File: src/rtl/vga_timing_gen.sv
// VGA raster timing: pixel prescaler, x/y counters, registered sync/active, frame pulse.
// Optional sticky frame flag with frame_ack clear is compiled in by defining VGA_FRAME_FLAG_EN.
module vga_timing_gen #(
    parameter int unsigned CLK_DIV  = 2,
    parameter int unsigned H_ACTIVE = 640,
    parameter int unsigned H_FP     = 16,
    parameter int unsigned H_SYNC   = 96,
    parameter int unsigned H_BP     = 48,
    parameter int unsigned V_ACTIVE = 480,
    parameter int unsigned V_FP     = 10,
    parameter int unsigned V_SYNC   = 2,
    parameter int unsigned V_BP     = 33
) (
    input  logic       clk,
    input  logic       reset,
    output logic       pix_tick,
    output logic       hsync,
    output logic       vsync,
    output logic [9:0] x,
    output logic [9:0] y,
    output logic       active,
    output logic       frame_start,
    input  logic       frame_ack,
    output logic       frame_flag
);

    localparam int unsigned PW = (CLK_DIV > 1) ? $clog2(CLK_DIV) : 1;
    localparam logic [PW-1:0] PRE_MAX = PW'(CLK_DIV - 1);

    localparam logic [9:0] H_MAX    = 10'(H_ACTIVE + H_FP + H_SYNC + H_BP - 1);
    localparam logic [9:0] V_MAX    = 10'(V_ACTIVE + V_FP + V_SYNC + V_BP - 1);
    localparam logic [9:0] HA       = 10'(H_ACTIVE);
    localparam logic [9:0] VA       = 10'(V_ACTIVE);
    localparam logic [9:0] HS_START = 10'(H_ACTIVE + H_FP);
    localparam logic [9:0] HS_END   = 10'(H_ACTIVE + H_FP + H_SYNC);
    localparam logic [9:0] VS_START = 10'(V_ACTIVE + V_FP);
    localparam logic [9:0] VS_END   = 10'(V_ACTIVE + V_FP + V_SYNC);

    logic [PW-1:0] prescale_q;
    logic [9:0]    x_q, x_d, y_q, y_d;
    logic          hsync_q, hsync_d, vsync_q, vsync_d, active_q, active_d;
    logic          frame_start_q, frame_wrap;

    always_ff @(posedge clk or posedge reset) begin
        if (reset) begin
            prescale_q <= '0;
        end else if (prescale_q >= PRE_MAX) begin
            prescale_q <= '0;
        end else begin
            prescale_q <= prescale_q + 1'b1;
        end
    end

    assign pix_tick = (prescale_q == PRE_MAX);

    // Sync and active are decoded from the next count so they land on the same edge as x/y.
    always_comb begin
        x_d        = x_q;
        y_d        = y_q;
        frame_wrap = 1'b0;
        if (x_q >= H_MAX) begin
            x_d = '0;
            if (y_q >= V_MAX) begin
                y_d        = '0;
                frame_wrap = 1'b1;
            end else begin
                y_d = y_q + 10'd1;
            end
        end else begin
            x_d = x_q + 10'd1;
        end
        hsync_d  = !((x_d >= HS_START) && (x_d < HS_END));
        vsync_d  = !((y_d >= VS_START) && (y_d < VS_END));
        active_d = (x_d < HA) && (y_d < VA);
    end

    always_ff @(posedge clk or posedge reset) begin
        if (reset) begin
            x_q           <= '0;
            y_q           <= '0;
            hsync_q       <= 1'b1;
            vsync_q       <= 1'b1;
            active_q      <= 1'b1;
            frame_start_q <= 1'b0;
        end else begin
            frame_start_q <= pix_tick && frame_wrap;
            if (pix_tick) begin
                x_q      <= x_d;
                y_q      <= y_d;
                hsync_q  <= hsync_d;
                vsync_q  <= vsync_d;
                active_q <= active_d;
            end
        end
    end

    assign x           = x_q;
    assign y           = y_q;
    assign hsync       = hsync_q;
    assign vsync       = vsync_q;
    assign active      = active_q;
    assign frame_start = frame_start_q;

`ifdef VGA_FRAME_FLAG_EN
    logic frame_flag_q;

    // Set wins over a coincident ack so a new frame is never lost.
    always_ff @(posedge clk or posedge reset) begin
        if (reset) begin
            frame_flag_q <= 1'b0;
        end else if (frame_start_q) begin
            frame_flag_q <= 1'b1;
        end else if (frame_ack) begin
            frame_flag_q <= 1'b0;
        end
    end

    assign frame_flag = frame_flag_q;
`else
    logic unused_frame_ack;
    assign unused_frame_ack = frame_ack;
    assign frame_flag       = 1'b0;
`endif

endmodule

File: config.mk
export PLATFORM = sky130hd
export DESIGN_NAME = vga_timing_gen
export DESIGN_NICKNAME = d
export VERILOG_FILES = /design/src/rtl/vga_timing_gen.sv
export SDC_FILE = /design/constraint.sdc
export NUM_CORES = 1
export LEC_CHECK = 0
export CAP_MARGIN = 20
export CORE_MARGIN = 5
export CORE_UTILIZATION = 25
export CTS_CLUSTER_DIAMETER = 150
export DETAILED_ROUTE_END_ITERATION = 16
export HOLD_SLACK_MARGIN = 0.03
export SLEW_MARGIN = 20
export SYNTH_ARGS = -nofsm -noshare
export SYNTH_HDL_FRONTEND = slang
export SYNTH_SLANG_ARGS = --single-unit
File: constraint.sdc
create_clock -name clk -period 2.35 [get_ports clk]
set_clock_uncertainty 0.15 [all_clocks]
set_input_delay 0.47 -clock clk [delete_from_list [all_inputs] [get_ports clk]]
set_output_delay 0.47 -clock clk [all_outputs]
set_load 0.02 [all_outputs]
# Word-level counts from Yosys, hierarchy flattened
# Cells that the tools add are included.
# op_classes
n_addsub	3
multipliers	0
div	0
magnitude_cmp	9
eq_ne	0
shifts	0
n_mux	6
n_bitwise	0
n_reduce_logical	6
# op_table
op	n
$ge A10 B10 Y1 const B	3
$mux W10	3
$add A10 B1 Y10 const B	2
$lt A10 B10 Y1 const B	2
$lt A10 B9 Y1 const B	2
$ge A10 B9 Y1 const B	1
$logic_and A1 B1 Y1	4
$mux W1	3
$logic_not A1 Y1	2
$add A1 B1 Y1 const B	1
$ge A1 B1 Y1 const B	1
# word_totals
ff_bits	25
latchBits	0
mem_bits_rw	0
mem_bits_ro	0
input_bits	3
elab_cells	31
mem_count	0

# Logic depth before layout (Yosys ltp)
# logic_depth
ltp_word	6
mapped_depth	8
depth_no_buf	7

# Least setup slack after synthesis
# No wires, ideal clock.
# synth_timing
path_type	flip-flop to flip-flop
start	reg x_q[0] (netlist: x[0])
end	reg active_q (netlist: active)
setup_time_ns	0.097
arrival_time_ns	1.967
t_required_ns	2.103
slack_ns	0.135
stages_incl_launch_ff	8
period_less_slack_ns	2.215
cell_sequence	dfrtp_1 ha_1 and4_4 o41ai_4 nor4_1 a211oi_2 a211oi_2 o41ai_2
# synth_via
elab_chain_cells	4
# synth_lines
item	line_no	source
start, declared	40	logic [9:0] x_q, x_d, y_q, y_d;
start signal, assigned	79	x_q <= '0;
start signal, assigned	88	x_q <= x_d;
$add A10 B1 Y10 / $ge A10 B10 Y1 (equally long branches)	70, 61	
$mux W10	61	if (x_q >= H_MAX) begin
$lt A10 B10 Y1 / $lt A10 B9 Y1 (equally long branches)	74	active_d = (x_d < HA) && (y_d < VA);
$logic_and A1 B1 Y1 *	74	
end signal, assigned	92	active_q <= active_d;
end, declared	41	logic hsync_q, hsync_d, vsync_q, vsync_d, active_q, active_d;
# Every way passes the cells marked *; elsewhere a longest branch is shown, timed or not.
# A chain may end at the register's enable or synchronous reset.

# Final worst setup path
# layout_timing
start	reg x_q[0] (netlist: x[0])
end	reg vsync_q (netlist: vsync)
# layout_via
elab_chain_cells	5
# layout_lines
item	line_no	source
$ge A10 B10 Y1 *	61	
$mux W10 *	61	
$ge A10 B9 Y1 / $lt A10 B9 Y1 (equally long branches)	73	vsync_d = !((y_d >= VS_START) && (y_d < VS_END));
$logic_and A1 B1 Y1 *	73	
$logic_not A1 Y1 *	73	
end signal, assigned	91	vsync_q <= vsync_d;
end, declared	41	
# Marks and branches as above.

==> impl_metrics.env <==
export IMPL_cts_buffers=3
export IMPL_ios=29
export IMPL_clk_latency_ps=270
export IMPL_critPathLaunchType="flop"
export IMPL_grt_pass1_wl_um=7730
export IMPL_cts_tree="done"
export IMPL_final_setup_tns_ps=0
export IMPL_overflow=0
export IMPL_timing_fmax_ghz=0.457
export IMPL_firstDrtPassIters=4
export IMPL_post_route_period_util=0.930
export IMPL_avgSynthCellArea_um2=8.58
export IMPL_p_per_area_nw_per_um2=335
export IMPL_cp_startpoint="x[0]"
export IMPL_final_nets=233
export IMPL_synth_edf_count=0
export IMPL_hold_viol_final=0
export IMPL_layout_drive_gt1_share=0.164
export IMPL_fin_area_um2=2120
export IMPL_p_int_uw=554
export IMPL_rows=29
export IMPL_cts_root_buf="clkbuf_8"
export IMPL_cts_sinks=25
export IMPL_multi_input_area_um2=948
export IMPL_synth_commonest_cells="25 x nand2_1, 22 x dfrtp_1, 17 x nor2_1, 17 x o21ai_0, 11 x nand3_1"
export IMPL_holdPathStages=2
export IMPL_core_area_um2=6390
export IMPL_power_switching_share=0.219
export IMPL_synth_most_common_cell="nand2_1"
export IMPL_yosys_register_bits=25
export IMPL_route_detailed_drc=0
export IMPL_synth_cell_types=52
export IMPL_required_ps=2380
export IMPL_detail_route_wl_per_cell_um=15.0
export IMPL_syn_nets=199
export IMPL_power_frac_seq=0.606
export IMPL_synth_top_flop_cell="dfrtp_1"
export IMPL_rsz0062_at_grt="no"
export IMPL_pwr_share_clk=0.376
export IMPL_grt_max_degree=26
export IMPL_cts_path_max_buffers=2
export IMPL_grt_pass1_vias=1542
export IMPL_vdd_drop_max_v=0.000226
export IMPL_dpl_instance_area_um2=2050
export IMPL_hold_slack_ps=359
export IMPL_start_util=0.259
export IMPL_num_vias=1560
export IMPL_crit_fanout=8
export IMPL_p_leak_uw=0.000833
export IMPL_ys_async_sr_fraction=1.00
export IMPL_chipWidth_um=91.4
export IMPL_htreeDepth=1
export IMPL_synth_top_family_by_area="simple AND/OR/NAND/NOR gates"
export IMPL_yosys_mux_area_fraction=0.0265
export IMPL_synth_cells=193
export IMPL_area_growth_pct=28.0
export IMPL_synth_compound_area_frac=0.236
export IMPL_routed_via_density=5.15
export IMPL_hold_class="reg -> reg"
export IMPL_cp_arrival_ps=2220
export IMPL_routabilityCongestion=0.833
export IMPL_worstHoldStart="active"
export IMPL_worstSetupPathType="reg -> reg"
export IMPL_fill_cells=669
export IMPL_synth_xor_area_share=0.0159
export IMPL_combPwrFrac=0.018
export IMPL_chipHeight_um=91.4
export IMPL_io_buffer_count=26
export IMPL_cts_hold_buf=0
export IMPL_wl_um=4530
export IMPL_ys_top_cells_by_area="dfrtp_1 33%, nand2_1 5.7%, o21ai_0 5.1%"
export IMPL_dieArea_um2=8350
export IMPL_grt_total_usage=0.109
export IMPL_synth_top_area_cell="dfrtp_1"
export IMPL_synth_simple_gate_area_frac=0.268
export IMPL_antenna_diode_count=0
export IMPL_initialDrtViolationCount=87
export IMPL_cp_end_kind="flop"
export IMPL_setup_viol=0
export IMPL_hpwl_um=3250
export IMPL_yosys_warnings=0
export IMPL_antenna_found_initial=0
export IMPL_reg2reg_from="x[0]"
export IMPL_seq_area_um2=629
export IMPL_clk_pin_slew_ps=100
export IMPL_slew_viol_final=0
export IMPL_ant_nets=0
export IMPL_ys_seq_area_frac=0.380
export IMPL_status="finished, final reports clean"
export IMPL_p_switching_uw=155
export IMPL_synth_largest_type_area_fraction=0.333
export IMPL_syn_cell_area_um2=1660
export IMPL_period_minus_slack_ps=2190
export IMPL_maxCapViolCount=0
export IMPL_reg2reg_depth=7
export IMPL_synthAdderAreaFrac=0.0227
==> kinds of logic after synthesis <==
family,after synthesis
and+or+nand+nor,86
xor gates and xnor gates,3
muxes,4
adders and majority gates,3
buffers and inverters,18
AOI/OAI and AO/OA,53
DFF,25
other,1
==> power by group through the flow <==
stage | registers, uW | clock network [uW] | logic (uW)
global route | 430 | 293 | 15.5
detailed placement | 438 | 0 | 14.0
floorplan | 438 | 0 | 9.01
finish | 430 | 267 | 13.0
global placement | 438 | 0 | 13.6
CTS | 430 | 281 | 14.1
==> layer usage <==
metal  share of wire  GRT usage  wire length, um
met2            0.49      0.181             2200
met4          0.0033     0.0159               15
met5               0          0                0
met3           0.046     0.0281              209
met1            0.46      0.145             2110
==> sequential cells by signal, summed over array words and instances (netlist names) <==
register and count:
x 10, y 10, active 1, frame_start 1, hsync 1, pix_tick 1
vsync 1
==> worst max-delay path, cell delays in order (launching register included) <==
cell and delay [ps]:
dfrtp_1 420, ha_1 290, nand4_2 180, a21boi_4 310, and4b_1 250, a211oi_2 50
a211oi_2 270, a41oi_1 160
==> path summary, 6_finish.rpt <==
| check | end | slack, ps |
|---|---|---|
| worst max-delay path | vsync | 160 |
| worst min-delay path | active | 360 |
| worst max register to register | vsync | 160 |
| worst min register to register | active | 360 |
| max in group asynchronous | active | 1340 |
| min in group asynchronous | x[4] | 410 |
==> per-stage QoR <==
step,setup slack (ps),total power (uW),std cells,util
floorplan,135,447,193,-
global placement,200,452,296,0.321
detailed placement,138,452,296,0.321
CTS,125,725,300,0.328
global route,42.3,738,303,0.332
finish,164,710,303,0.332
==> layout make-up <==
type | instances | share of cell area
Multi-Input combinational cell | 150 | 0.448
Timing Repair Buffer | 42 | 0.180
Inverter | 5 | 0.00886
Tap cell | 77 | 0.0455
Clock buffer | 4 | 0.0213
Sequential cell | 25 | 0.297
==> cell usage in the layout, fill, tap and decap left out, types with 2 or more instances in the layout <==
master / count
and2_1: 3
dfstp_2: 3
a31oi_1: 2
nor3_1: 2
and3_1: 7
clkbuf_8: 3
xnor2_1: 3
dfrtp_1: 22
nand4_1: 6
nand2_1: 24
and4_1: 2
inv_1: 4
a41oi_1: 2
clkdlybuf4s50_1: 26
mux2_2: 3
nand3_1: 11
a21o_1: 2
buf_4: 16
nor2_1: 17
o31ai_1: 5
o21ai_0: 17
nor4_1: 3
o22ai_1: 2
a211oi_2: 2
ha_1: 3
a21oi_1: 9
==> what timing repair did <==
item                       CTS  global route
buffers inserted             0             3
setup endpoints to repair    0             7
gates resized for setup      0             1
Note: power is estimated with default switching activity, not from simulation.
